File: src/rtl/jk_count_sequencer.sv
// Mod-MOD up/down counter with parallel load, expressed as JK excitation for an external flop bank.
// One-cycle latency to bank output; ld_ready stays low whenever the bank readback disagrees with q.
module jk_count_sequencer #(
  parameter int WIDTH = 4,
  parameter int MOD   = 10
) (
  input  logic             clock,
  input  logic             reset,
  input  logic             en,
  input  logic             up_dn,
  input  logic             ld_valid,
  output logic             ld_ready,
  input  logic [WIDTH-1:0] ld_data,
  input  logic [WIDTH-1:0] fb,
  output logic [WIDTH-1:0] j,
  output logic [WIDTH-1:0] k,
  output logic [WIDTH-1:0] q,
  output logic             tc,
  output logic             mismatch
);

  localparam logic [WIDTH-1:0] MAX_VAL = WIDTH'(MOD - 1);
  localparam logic [WIDTH:0]   MOD_EXT = (WIDTH + 1)'(MOD);
  localparam logic [WIDTH-1:0] ONE     = WIDTH'(1);

  typedef enum logic [1:0] {CLR, RUN, ERR} state_t;

  state_t           state, state_nxt;
  logic [WIDTH-1:0] qn;
  logic             in_sync;
  logic             tc_raw;

  assign in_sync = (fb == q);
  assign tc_raw  = en && !ld_valid &&
                   ((up_dn && (q == MAX_VAL)) || (!up_dn && (q == '0)));

  // Load beats count beats hold; oversized loads saturate to the top legal value.
  always_comb begin
    qn = q;
    if (ld_valid) begin
      qn = ({1'b0, ld_data} >= MOD_EXT) ? MAX_VAL : ld_data;
    end else if (en && up_dn) begin
      qn = (q == MAX_VAL) ? '0 : q + ONE;
    end else if (en) begin
      qn = (q == '0) ? MAX_VAL : q - ONE;
    end
  end

  always_ff @(posedge clock) begin
    if (!reset) begin
      state <= CLR;
    end else begin
      state <= state_nxt;
    end
  end

  always_comb begin
    state_nxt = state;
    case (state)
      CLR:     state_nxt = RUN;
      RUN:     if (!in_sync) state_nxt = ERR;
      ERR:     if (in_sync)  state_nxt = RUN;
      default: state_nxt = CLR;
    endcase
  end

  always_comb begin
    j        = '0;
    k        = '0;
    ld_ready = 1'b0;
    tc       = 1'b0;
    if (!reset || state == CLR) begin
      k = '1;
    end else if (state == RUN && in_sync) begin
      j        = ~q & qn;
      k        = q & ~qn;
      ld_ready = 1'b1;
      tc       = tc_raw;
    end else begin
      // Drive the bank back toward q rather than advancing the count.
      j  = ~fb & q;
      k  = fb & ~q;
      tc = (state == RUN) && tc_raw;
    end
  end

  always_ff @(posedge clock) begin
    if (!reset) begin
      q        <= '0;
      mismatch <= 1'b0;
    end else if (state == RUN) begin
      if (in_sync) begin
        q <= qn;
      end else begin
        mismatch <= 1'b1;
      end
    end
  end

endmodule

File: config.mk
export PLATFORM = sky130hd
export DESIGN_NAME = jk_count_sequencer
export DESIGN_NICKNAME = d
export VERILOG_FILES = /design/src/rtl/jk_count_sequencer.sv
export SDC_FILE = /design/constraint.sdc
export NUM_CORES = 1
export LEC_CHECK = 0
export ABC_CLOCK_PERIOD_IN_PS = 3250
export CORE_MARGIN = 8
export CORE_UTILIZATION = 30
export CTS_BUF_LIST = sky130_fd_sc_hd__clkbuf_8
export CTS_CLUSTER_DIAMETER = 50
export DETAILED_ROUTE_END_ITERATION = 7
export DONT_BUFFER_PORTS = 1
export SYNTH_ARGS = -nofsm -noshare
export SYNTH_HDL_FRONTEND = slang
export SYNTH_SLANG_ARGS = --single-unit
File: constraint.sdc
create_clock -name clock -period 3.25 [get_ports clock]
set_input_delay 0.975 -clock clock [delete_from_list [all_inputs] [get_ports clock]]
set_output_delay 0.975 -clock clock [all_outputs]
set_load 0.01 [all_outputs]
# == After elaboration in Yosys (flattened, before gate mapping) ==
# Cells that the tools add are included.
# op_classes
addsub,2
magnitude_cmp,1
n_eq_ne,6
n_mux,17
bitwise,8
n_reduce_logical,17
# op_table
cell,count
$mux W4,10
$and A4 B4 Y4,4
$not A4 Y4,3
$logic_and A1 B1 Y1,7
$pmux W2 S3,1
$reduce_and A2 Y1,3
$add A4 B1 Y4 const B,1
$eq A4 B4 Y1,1
$eq A4 B4 Y1 const B,1
$ge A4 B4 Y1 const B,1
$logic_not A4 Y1,1
$mux W1,4
$mux W2,2
$ne A2 B2 Y1 const B,2
$sub A4 B1 Y4 const B,1
$logic_not A1 Y1,3
$eq A2 B1 Y1 const B,1
$eq A2 B2 Y1 const B,1
$logic_not A2 Y1,1
$logic_or A1 B1 Y1,2
$not A1 Y1,1
# totals
ff_bits,7
elab_cells,54

# == Depth between registers and ports, before layout ==
# Gate-level depths: netlist of run 1.
# logic_depth
word_depth,9
mapped_depth,7

# == Worst setup path after synthesis of run 1 ==
# OpenSTA, ideal clock, no wires.
# synth_timing
kind,input-to-output
start,input port fb[3]
end,output port j[0]
arrival_time_ns,2.297
required_time_ns,2.275
setup_slack_ns,-0.022
cell_stages,7
cell_sequence,inv_1 -> ha_1 -> nand4_4 -> nand2b_2 -> buf_6 -> or3_1 -> a21oi_2
# synth_between
elab_chain_len,4
# synth_rtl
item,line_no,rtl
"start, declared",14,"input logic [WIDTH-1:0] fb,"
$eq A4 B4 Y1,33,assign in_sync = (fb == q);
$logic_and A1 B1 Y1,74,end else if (state == RUN && in_sync) begin
$mux W4,74,
$mux W4,72,if (!reset || state == CLR) begin
"end, declared",15,"output logic [WIDTH-1:0] j,"
# No other way between the ends.

# == Worst setup path after layout of run 1 ==
# layout_timing
start,input port fb[1]
end,output port j[0]
# The elaborated chain is that of the path after synthesis.

==> results.yml, run 1 <==
final_layout:
  finalInstanceArea_um2: 1010
  utilization_pct: 37.3
  n_antenna_cell: 0
  fin_nets: 144
  area_growth_pct: 20.4
  drive_gt1_share_pct: 18.9
floorplanning:
  core-area_um2: 2710
  rows: 19
  dieArea_um2: 4740
  dieWidth_um: 68.9
  start_util_pct: 30.9
  boundaryPins: 28
  die_h_um: 68.9
clock_tree:
  cts-root-buf: "clkbuf_8"
  clk_pin_slew_ns: 0.04
  cts-buffers-inserted: 3
  htreeDepth: 1
  postCtsHoldBufs: 0
  cts_tree: "done"
  numClockSinks: 7
  clockBufferDepth: 2
  insertion_delay_ns: 0.22
logic_synthesis:
  synth.distinct_cells: 40
  synthCells: 112
  ys_ff_latch: 7
  ys.warnings.count: 0
  netlist.area_leader.share_pct: 16.7
  ys_top_cells_by_area: "dfxtp_1, ha_1, a21oi_1"
  synth_nets: 133
  syn_area_per_cell_um2: 7.48
  syn_area_um2: 838
  yosys.area.top_type: "dfxtp_1"
  seq_area_frac_synth_pct: 16.7
place:
  placed_cell_area_um2: 931
  portBuffers: 0
  hpwl_um: 1950
  dp_slack_ns: 0.0626
  globalplace.congestion: 0.842
timing:
  min_period_over_period_pct: 98.0
  relSlewSlack_pct: 78.8
  hold_ws_ns: 0.567
  final_max_slew_viol_count: 0
  fin_crit_ns: 3.18
  skew_ns: 0.000715
  tightest_slew_ns: 0.319
  fin_setup_tns_ns: 0
  fmax_mhz: 314
  final_hold_viol_count: 0
  setup_violations: 0
  grt_setup_unrepaired: "no"
  fin_ws_ns: 0.0655
global_route:
  grt_usage_pct: 11.0
  grt_max_degree: 16
  met3_usage_pct: 3.07
  top_usage_layer: "met2"
  grt_use_met2_pct: 18.9
  grt_remaining_overflow: 0
  grt_pass1_vias: 870
  grt_antenna_before_repair: 0
  met1_usage_pct: 12.2
  grt_pass1_wl_um: 4050
worst_setup_path:
  slowest_stage: "or3_1"
  worstSetupPathType: "in -> out"
  end_kind: "output port"
  cp-start-kind: "primary input"
  crit_start: "fb[1]"
  cp.buffers_inverters: 1
  crit_chain: "inv_1 -> ha_1 -> nand4_4 -> nand2b_4 -> or3_1 -> a21oi_2"
  crit_fanout: 6
  required_ns: 2.27
  arrival_ns: 2.21
  max_stage_delay_ns: 0.37
  reg2reg_from: "q[0]"
  cp_top_family: "simple AND/OR/NAND/NOR gates"
run:
  maxCapViolations: 0
pwr:
  powerDensity_nw_per_um2: 294
  vdd_drop_max_mv: 0.256
  leakage_nw: 0.436
hold_path:
  hold_path.class: "reg -> reg"
  hp-start: "mismatch"
route:
  drt_wl_total_um: 2460
  drc: 0
  viasPerCell: 5.50
  drt-pass1-iter-count: 4
  wl_per_cell_um: 16.1
  via_count: 842
  drt_iter0_markers: 18
  postRouteAntennaNets: 0
run_status:
  status: "finished clean"
timing repair:
item                                    4_1_cts  5_1_grt
resized for setup                             0        3
setup buffers                                 0        3
endpoints found under the setup margin        0        3
logic make-up after synthesis:
family                   share of synthesized area [%]
adder cells (fa/ha/maj)                           11.9
buffers and inverters                             8.21
AO/OA/AOI/OAI                                     29.6
flip-flops                                        16.7
XOR/XNOR                                          4.18
AND/OR/NAND/NOR                                   29.4
synth_stat cells, drive strengths merged:
library cell and instances:
o2bb2ai 1, o211ai 3, a31oi 1, nand3b 1, nor4 1, and2b 1, nand2 6, a21oi 10
nor2b 4, nor3 2, a32o 2, and2 2, o21a 3, buf 4, o2111ai 3, xnor2 1
o31ai 1, nand4b 2, clkbuf 3, nor4b 1, nand2b 4, xor2 3, nor2 8, dfxtp 7
and3 2, ha 8, inv 8, nand4 2, nand3 5, o211a 2, o21ai 8, or3 1
a41o 1, a311o 1
registers in the layout, indices dropped and copies added (netlist names):
register  flops
q             4
mismatch      1
state         2
placed cells by master (no fill, tap or decap), drive strengths merged, types with 2 or more instances in the layout:
cell type / Yosys / final
dfxtp: 7 / 7
inv: 8 / 9
o2111ai: 3 / 3
nand3: 5 / 5
o211ai: 3 / 3
nor2b: 4 / 4
and3: 2 / 2
buf: 4 / 13
nand2: 6 / 6
a21oi: 10 / 10
and2: 2 / 2
nor3: 2 / 2
clkbuf: 3 / 3
nand4: 2 / 2
o21a: 3 / 3
xor2: 3 / 3
ha: 8 / 8
a32o: 2 / 2
o21ai: 8 / 8
nand4b: 2 / 2
o211a: 2 / 2
nor2: 8 / 8
nand2b: 4 / 4
worst reg2reg max path: stages (launching register included):
cell	delay [ns]
dfxtp_1	0.31
ha_1	0.32
nand4_4	0.14
nand2b_4	0.19
buf_4	0.16
a21oi_2	0.15
o211a_1	0.16
final cells by class:
type	instances	area [um^2]
fill	309	1700
clock buffer	3	41.3
multi-input combinational	90	658
inverter	8	30.0
timing repair buffer	13	97.6
clock inverter	1	3.75
sequential	7	140
tap	31	38.8
power by group:
group          internal (mW)  switching, mW  leakage [nW]
Combinational         0.0341         0.0421         0.352
Clock                 0.0815         0.0364        0.0269
Sequential            0.0932        0.00978        0.0572
Total                  0.209         0.0883         0.436
worst paths after layout:
kind	to	slack, ns	cells past startpoint
worst max-delay path	j[0]	0.07	6
worst max register to register	q[1]	1.76	6
worst min register to register	mismatch	0.57	2
worst min-delay path	mismatch	0.57	2
metal layers:
layer / part of all wire, % / wire length (um)
met2: 51 / 1250
met4: 1.1 / 26
met1: 41 / 1000
met5: 0 / 0
met3: 7.4 / 181
metrics by stage:
stage | power, mW | instances
floorplan | 0.160 | 112
global placement | 0.176 | 146
detailed placement | 0.177 | 146
CTS | 0.298 | 150
global route | 0.313 | 153
finish | 0.297 | 153
Note: power is estimated with default switching activity, not from simulation.
==> run 2: changes to the inputs <==
Settings changed: CORE_UTILIZATION 30 to 35.
==> results.yml, run 2 (same netlist as run 1, synthesis figures left out) <==
place:
  portBuffers: 0
  hpwl_um: 1920
  globalplace.congestion: 0.828
final_layout:
  n_antenna_cell: 0
  utilization_pct: 43.9
  area_growth_pct: 16.9
  top_register: "q"
  top_regs: "q x4, state x2, mismatch x1"
  final_common_cell: "buf_4"
  drive_gt1_share_pct: 15.0
  fin_nets: 142
  final_cell_mix: "buf_4, inv_1, a21oi_1, nor2_1"
  largest_register_ffs: 4
floorplanning:
  start_util_pct: 37.5
  rows: 17
  core-area_um2: 2230
  dieArea_um2: 4220
  dieWidth_um: 64.9
  boundaryPins: 28
  die_h_um: 64.9
pwr:
  pwr-share-seq_pct: 34.3
  powerDensity_nw_per_um2: 308
  fin_total_pwr_mw: 0.301
  p_sw_share_pct: 30.9
  vdd_drop_max_mv: 0.244
  power_frac_clock_pct: 41.6
  leakage_nw: 0.421
  p_switching_mw: 0.0932
  pwr-share-comb_pct: 24.1
  p_int_mw: 0.208
hold_path:
  hold_path.class: "reg -> reg"
timing:
  min_period_over_period_pct: 96.6
  final_max_slew_viol_count: 0
  relSlewSlack_pct: 64.3
  setup_violations: 0
  final_hold_viol_count: 0
  fin_crit_ns: 3.14
  skew_ns: 0.00417
  tightest_slew_ns: 0.535
  fin_setup_tns_ns: 0
  grt_setup_unrepaired: "no"
  fmax_mhz: 319
route:
  wl_per_cell_um: 16.4
  postRouteAntennaNets: 0
  drt_wl_total_um: 2420
  via_count: 862
  drc: 0
  viasPerCell: 5.82
  drt_iter0_markers: 49
  drt-pass1-iter-count: 4
clock_tree:
  numClockSinks: 7
  insertion_delay_ns: 0.23
  cts_resized: 0
  clk_pin_slew_ns: 0.04
  cts_tree: "done"
  post_cts_buffers: 0
  htreeDepth: 1
  postCtsHoldBufs: 0
  clockBufferDepth: 2
  cts-buffers-inserted: 3
  cts-root-buf: "clkbuf_8"
worst_setup_path:
  arrival_ns: 2.16
  cp-start-kind: "primary input"
  slowest_stage: "ha_1"
  worstSetupPathType: "in -> out"
  required_ns: 2.27
  end_kind: "output port"
  max_stage_delay_ns: 0.30
  cp.buffers_inverters: 2
  crit_fanout: 5
  cp_top_family: "simple AND/OR/NAND/NOR gates"
  crit_chain: "inv_1 -> ha_1 -> nand4_4 -> nor4_1 -> buf_4 -> o2111ai_1 -> nand3_1"
run:
  maxCapViolations: 0
global_route:
  grt_antenna_before_repair: 0
  grt_pass1_wl_um: 3930
  grt_max_degree: 16
  grt_usage_pct: 11.7
  grt_pass1_vias: 804
  grt_remaining_overflow: 0
run_status:
  status: "finished clean"
==> run 2: cell count changes in the layout (fill, tap and decap cells not counted), sizes merged <==
cell	delta
buf	-2
==> run 2: per-layer routing <==
metal,vias to the layer above,global-route usage [%],share of wire (%)
li1,425,-,-
met5,-,0,0
met2,35,17.4,42
met3,5,4.64,11
met1,397,14.3,45
met4,0,5.45,1.7
==> run 2: through the flow <==
stage / cell area [um^2] / std cells / setup slack [ns] / hold WS (ns)
CTS: 980 / 148 / 0.0908 / 0.561
finish: 980 / 148 / 0.112 / 0.551
detailed placement: 935 / 144 / 0.0981 / 0.554
global placement: 935 / 144 / 0.132 / 0.556
floorplan: 856 / 112 / 0.0400 / 0.526
global route: 980 / 148 / 0.00925 / 0.619
==> run 2: worst paths after layout <==
path,slack (ns),depth (start not counted),endpoint,from
setup / recovery,0.11,7,j[3],fb[2]
hold / removal,0.55,2,mismatch,mismatch
setup reg to reg,1.52,6,q[0],q[3]
hold reg to reg,0.55,2,mismatch,mismatch
==> run 2: power by group through the flow <==
stage / combinational [mW] / sequential (mW) / clock (mW)
detailed placement: 0.0728 / 0.105 / 0
floorplan: 0.0568 / 0.103 / 0
CTS: 0.0732 / 0.103 / 0.132
global placement: 0.0718 / 0.105 / 0
finish: 0.0726 / 0.104 / 0.125
global route: 0.0807 / 0.105 / 0.135
==> run 2: worst register-to-register path: stages, from the launching register on <==
cell      delay, ns
dfxtp_1        0.65
ha_4           0.30
nand4_4        0.11
nand2b_4       0.13
buf_4          0.15
o21ai_0        0.12
and2_1         0.18
==> run 2: layout make-up <==
class	count	area, um^2
fill	232	1250
multi-input combinational	90	647
sequential	7	140
timing repair buffer	11	82.6
clock buffer	3	41.3
tap	28	35.0
inverter	8	30.0
clock inverter	1	3.75
